--- src/rtl/mpc_rob.sv ---
// Per-channel read reorder buffer: hands out rob_ids in order, absorbs
// out-of-order bank read returns, and releases them to the channel in
// allocation order.
module mpc_rob #(
  parameter int         ROB_SIZE   = 8,
  parameter logic [1:0] CHANNEL_ID = 2'd0
) (
  input  logic         clk_i,
  input  logic         rst_i,
  input  logic         alloc_valid_i,
  output logic         alloc_ready_o,
  output logic [2:0]   alloc_id_o,
  input  logic         rsp_valid_i,
  input  logic [132:0] rsp_i,
  output logic         out_valid_o,
  input  logic         out_ready_i,
  output logic [127:0] out_rsp_o,
  output logic [3:0]   count_o,
  output logic         err_o
);
  localparam int IW = (ROB_SIZE > 1) ? $clog2(ROB_SIZE) : 1;

  logic [IW-1:0]       head;
  logic [IW-1:0]       tail;
  logic [3:0]          count;
  logic [ROB_SIZE-1:0] alloc_q;
  logic [ROB_SIZE-1:0] filled_q;
  logic [127:0]        data_q [ROB_SIZE];
  logic                err_q;

  logic [1:0]   rsp_ch;
  logic [2:0]   rsp_id;
  logic [127:0] rsp_data;
  logic [IW-1:0] idx;
  logic hit;
  logic in_range;
  logic fill_ok;
  logic do_alloc;
  logic do_release;

  assign rsp_ch   = rsp_i[132:131];
  assign rsp_id   = rsp_i[130:128];
  assign rsp_data = rsp_i[127:0];
  assign idx      = rsp_id[IW-1:0];

  // A fill is legal only into an entry allocated in an earlier cycle and
  // not yet filled; alloc_q is registered, so the entry being allocated
  // this cycle still reads as unallocated.
  assign hit      = rsp_valid_i && (rsp_ch == CHANNEL_ID);
  assign in_range = (32'(rsp_id) < ROB_SIZE);
  assign fill_ok  = hit && in_range && alloc_q[idx] && !filled_q[idx];

  // Ready depends only on the registered count, so a release does not
  // reopen allocation until the following cycle.
  assign alloc_ready_o = (count < 4'(ROB_SIZE));
  assign alloc_id_o    = 3'(tail);
  assign do_alloc      = alloc_valid_i && alloc_ready_o;

  assign out_valid_o = alloc_q[head] && filled_q[head];
  assign out_rsp_o   = data_q[head];
  assign do_release  = out_valid_o && out_ready_i;

  assign count_o = count;
  assign err_o   = err_q;

  // Pointer, occupancy, entry-status and error-pulse registers.
  always_ff @(posedge clk_i) begin
    if (rst_i) begin
      head     <= '0;
      tail     <= '0;
      count    <= '0;
      alloc_q  <= '0;
      filled_q <= '0;
      err_q    <= 1'b0;
    end else begin
      if (do_alloc) begin
        alloc_q[tail]  <= 1'b1;
        filled_q[tail] <= 1'b0;
        tail           <= tail + 1'b1;
      end
      if (do_release) begin
        alloc_q[head]  <= 1'b0;
        filled_q[head] <= 1'b0;
        head           <= head + 1'b1;
      end
      if (fill_ok) begin
        filled_q[idx] <= 1'b1;
      end
      err_q <= hit && !fill_ok;
      case ({do_alloc, do_release})
        2'b10:   count <= count + 4'd1;
        2'b01:   count <= count - 4'd1;
        default: count <= count;
      endcase
    end
  end

  // Payload storage; no reset needed since filled_q gates its visibility.
  always_ff @(posedge clk_i) begin
    if (fill_ok && !rst_i) begin
      data_q[idx] <= rsp_data;
    end
  end

endmodule
--- config.mk ---
export PLATFORM = sky130hd
export DESIGN_NAME = mpc_rob
export DESIGN_NICKNAME = d
export VERILOG_FILES = /design/src/rtl/mpc_rob.sv
export SDC_FILE = /design/constraint.sdc
export NUM_CORES = 1
export LEC_CHECK = 0
export ABC_CLOCK_PERIOD_IN_PS = 37900
export CORE_UTILIZATION = 51
export CTS_CLUSTER_SIZE = 10
export DETAILED_ROUTE_END_ITERATION = 7
export PLACE_DENSITY = 0.73
export SYNTH_ARGS = -nofsm -noshare
export SYNTH_HDL_FRONTEND = slang
export SYNTH_SLANG_ARGS = --single-unit
--- constraint.sdc ---
create_clock -name clk_i -period 37.9 [get_ports clk_i]
set_clock_uncertainty 0.05 [all_clocks]
set_input_delay 7.58 -clock clk_i [delete_from_list [all_inputs] [get_ports clk_i]]
set_output_delay 7.58 -clock clk_i [all_outputs]
set_load 0.01 [all_outputs]
Yosys cells after proc, flatten, opt, wreduce, memory -nomap -nowiden
Memory sizes are Yosys's and may differ from the RTL's. A register that Yosys moved wholly into a read port is not among the register bits.
Index checks and enable logic that the tools add are counted.
Storage, ports and cells
  register bits after elaboration: 27
  latch bits: 0
  memory bits (writable): 1024
  ROM bits: 0
  input port bits: 138
  output and inout port bits: 138
  memories kept: 1
Memory list
  data_q: depth 8, width 128, read ports 1, clocked after memory_dff 1, write ports 1, RTL line 28  | logic [127:0] data_q [ROB_SIZE];
Operators by class
  $add $sub $neg: 4
  multipliers: 0
  divide/modulo/power cells: 0
  magnitude comparators: 7
  eq/ne operators: 2
  shift operators: 0
  mux-type cells: 27
  bitwise operators: 7
  reductions and logical operators: 16
Operators with widths (number)
  8-bit two-way mux: 8
  8-bit AND: 3
  8-bit inverter: 2
  8-bit bitwise OR: 2
  1-bit binary-select mux with 3-bit select: 4
  3-bit by 4-bit < comparator with 1-bit output (second input constant): 3
  1-bit logical AND: 11
  1-bit demux with 3-bit select: 3
  3-bit by 1-bit >= comparator with 1-bit output (second input constant): 3
  1-bit two-way mux: 9
  4-bit case mux with 2 select lines: 1
  3-bit by 1-bit adder with 3-bit output (second input constant): 2
  3-bit two-way mux: 2
  4-bit by 1-bit adder with 4-bit output (second input constant): 1
  4-bit < comparator (second input constant): 1
  4-bit by 1-bit subtractor with 4-bit output (second input constant): 1
  1-bit logical NOT: 3
  2-bit by 1-bit == test with 1-bit output (second input constant): 1
  2-bit == test (second input constant): 1
  2-bit logical NOT: 1
  2-bit nonzero test: 1

Logic depth before layout (Yosys ltp)
  depth after elaboration: 13
  gate-level depth with buffers: 13
  depth with buffers taken out: 11

Least setup slack after synthesis
OpenSTA, ideal clock, no wires.
  path kind: input -> register
  start: input rsp_i[132]
  end: register filled_q[3]
  setup time: 0.160 ns
  arrival time: 22.505 ns
  slack: 15.185 ns
  cell stages on the path: 4
  path buffers: 0
  cells stage by stage: or4b_4 or2_2 nor4b_1 o21bai_1
Between the ends
  cells in the longest elaborated chain, start to end: 5
Ends and longest elaborated chain
  start: declaration: RTL line 14  | input logic [132:0] rsp_i,
  2-bit logical NOT: RTL line 49  | assign hit = rsp_valid_i && (rsp_ch == CHANNEL_ID);
  1-bit logical AND: RTL line 49
  1-bit logical AND (2 in a row): RTL line 51  | assign fill_ok = hit && in_range && alloc_q[idx] && !filled_q[idx];
  8-bit two-way mux: RTL line 86  | if (fill_ok) begin
  end signal: assignment: RTL line 73  | filled_q <= '0;
  end signal: indexed assignment: RTL line 83  | filled_q[head] <= 1'b0;
  end signal: indexed assignment: RTL line 87  | filled_q[idx] <= 1'b1;
  end: declaration: RTL line 27  | logic [ROB_SIZE-1:0] filled_q;
Every way passes these cells.
A chain may end at the register's enable or synchronous reset.

==> results.cfg <==
[place]
io_buffers = 275
place_congestion = 0.828
dp_hpwl_microns = 41900

[route]
drt-total-wl_microns = 79900
drt-initial-drc-count = 1481
ant_nets = 0
post-route-drc-count = 0
via_per_inst = 5.87
vias = 18200
wire_per_inst_microns = 25.8
firstDrtPassIters = 5

[timing]
finalMaxSlewViolations = 0
min_period_ns = 12.00
tightest_slew_ns = 1.14
relSlewSlack_pct = 24.2
fin_tns_setup_ns = 0
period_share_pct = 31.7
rsz0062_at_grt = no
hold_viol_final = 0
setup_viol = 0
fmax_mhz = 83.3

[pwr]
power.leakage_nw = 14.2
seq_power_share_pct = 56.1
p_sw_mw = 0.432
clockPowerShare_pct = 42.4
p_int_mw = 1.85
irDropWorstVdd_v = 0.0000397
fin_total_pwr_mw = 2.28
power_density_nw_per_um2 = 48.4
switching_share_pct = 18.9
p_comb_share_pct = 1.5

[clock_tree]
clk_path_buf_depth = 3
ctsResizeCount = 0
cts.sinks = 1054
postCtsHoldBufs = 0
tritoncts = yes
htree_num_levels = 3
cts_setup_buffers = 0
numCtsBuffers = 116
clkLatencyLatePin_ns = 0.67
clkTransAtPathRegs_ns = 0.06
root_buffer = clkbuf_16

[worst_setup_path]
cp_max_fo = 131
criticalPathCategory = reg -> out
arrival_ns = 4.37
reg2regPathDepth = 5
rr_endpoint = data_q[0][76]
endpoint_kind = output pin
cp_num_buf_inv = 3
critPathTopFamily = buffers and inverters
required_ns = 30.27
path_cells = buf_12 -> buf_4 -> mux4_2 -> mux2_2 -> clkdlybuf4s50_1
regToRegStartpoint = filled_q[6]
r2r_setup_slack_ns = 34.32
critPathSlowestCell = buf_4
cpPeakStageDelay_ns = 0.89
start_kind = flip-flop

[floorplanning]
die_w_microns = 282
io_pins = 276
std_cell_rows = 102
start_util_pct = 51.6
core_sq_um = 77600
die_h_microns = 282
die-area_sq_um = 79600

[min_path]
hp-class = reg -> reg
min_to = filled_q[3]
hold_depth = 2
worstHoldStart = filled_q[3]

[global_route]
antenna_found_initial = 18
grt.overflow.total = 0
grt_first_pass_wirelength_microns = 120000
grt_max_degree = 132
track_usage_pct = 20.4
grt_pass1_vias = 19500

[yosys]
synth_top_area_share_pct = 76.8
synth_fp_nets = 1828
ys_types = 46
synthCells = 1685
ys_ff_latch = 1054
synth_edf_count = 1024
synth_area_leaders = edfxtp_1, mux4_2, mux2_2
ys_warn_count = 0
async_reset_ff_share_pct = 0
avgSynthCellArea_sq_um = 23.8
synth_largest_area_cell = edfxtp_1
syn-cell-area_sq_um = 40000
ys.flop_type = edfxtp_1
yosysSeqAreaShare_pct = 78.3

[final_layout]
nets = 2157
drive_above_1_share_pct = 27.3
syn2layout_area_growth_pct = 17.7

[outcome]
status = complete, no violations

[job]
drv_cap = 0
[power by group through the flow]
stage | Sequential, mW | Clock, mW | Combinational (mW)
6_report | 1.28 | 0.967 | 0.0343
4_1_cts | 1.28 | 0.986 | 0.0345
3_5_place_dp | 1.30 | 0 | 0.0343
3_3_place_gp | 1.30 | 0 | 0.0321
2_1_floorplan | 1.30 | 0 | 0.00512
5_1_grt | 1.28 | 1.03 | 0.0374
[worst max path at each step]
| stage | start | to | slack [ns] | cells after the start |
|---|---|---|---|---|
| final | flip-flop | out_rsp_o[36] | 25.90 | 5 |
| after global routing | flip-flop | out_rsp_o[72] | 25.66 | 5 |
| after CTS | flip-flop | out_rsp_o[39] | 25.68 | 5 |
| after detailed placement | rst_i | data_q[1][76] | 25.63 | 7 |
| after global placement | rst_i | data_q[1][70] | 25.67 | 7 |
| after floorplan | rsp_i[132] | filled_q[3] | 15.19 | 4 |
[kinds of logic (layout without fill, tap and decap cells)]
logic type	after synthesis	after routing	synth area share (%)
xor+xnor	4	4	0.0875
flops	1054	1054	78.3
other cells	0	3	0
fa+ha+maj	5	5	0.156
simple gates	83	83	1.08
compound gates	42	42	0.837
mux	398	398	18.5
buf+inv	99	466	1.07
[cells in the mapped netlist (4+ instances only)]
cell type / number
a211oi_1: 8
a211oi_2: 4
a21oi_1: 7
buf_2: 30
clkbuf_1: 48
dfxtp_1: 30
edfxtp_1: 1024
ha_1: 5
inv_1: 15
mux2_2: 131
mux2i_1: 6
mux4_2: 259
nand2_1: 14
nand2b_1: 6
nand3_1: 8
nor2_1: 21
nor3_1: 15
o21ai_0: 5
o21bai_1: 4
[final cells by class]
class	count	area [sq um]
clock inverter	7	109
inverter	15	76.3
fill	5384	30500
antenna	3	7.51
sequential	1054	31400
multi-input combinational	532	8280
tap	1040	1300
timing repair buffer	295	2950
clock buffer	149	3050
[stage by stage]
| stage | hold slack [ns] | cells | cell area [sq um] | utilization (%) | setup slack [ns] |
|---|---|---|---|---|---|
| floorplan | 0.411 | 1685 | 40000 | - | 15.19 |
| global placement | 0.435 | 2936 | 44000 | 56.7 | 25.67 |
| detailed placement | 0.455 | 2936 | 44000 | 56.7 | 25.63 |
| CTS | 0.463 | 3092 | 47100 | 60.7 | 25.68 |
| global route | 0.473 | 3094 | 47100 | 60.7 | 25.66 |
| finish | 0.464 | 3095 | 47100 | 60.8 | 25.90 |
[per-layer routing]
layer | track usage, % | vias to the layer above | routed length (microns)
li1 | - | 7772 | -
met1 | 27.6 | 9722 | 32800
met2 | 33.4 | 543 | 40000
met3 | 5.16 | 107 | 5850
met4 | 5.02 | 30 | 1030
met5 | 0 | - | 192
[worst register-to-register path, delay by kind of cell, from the launching register on]
kind / cells / cell delay, ns
buffers and inverters: 2 / 1.60
and+or+nand+nor: 2 / 0.68
muxes: 1 / 0.51
DFF: 1 / 0.33
[cells in the final DEF (no fill, tap or decap), types with 8 or more instances in the layout]
cell	synthesis	routed
nor3_1	15	15
nand3_1	8	8
dfxtp_1	30	27
a211oi_1	8	8
nor2_1	21	21
clkbuf_16	0	117
clkdlybuf4s50_1	0	275
edfxtp_1	1024	1024
mux4_2	259	259
inv_1	15	11
mux2_2	131	131
nand2_1	14	14
clkbuf_1	48	32
buf_4	1	16
[sequential cells by signal (all words and copies together) (netlist names), named ones only]
name / count
data_q: 1024
alloc_q: 8
filled_q: 8
count_o: 4
alloc_id_o: 3
head: 3
err_o: 1
Power figures use the tool's default switching activity.
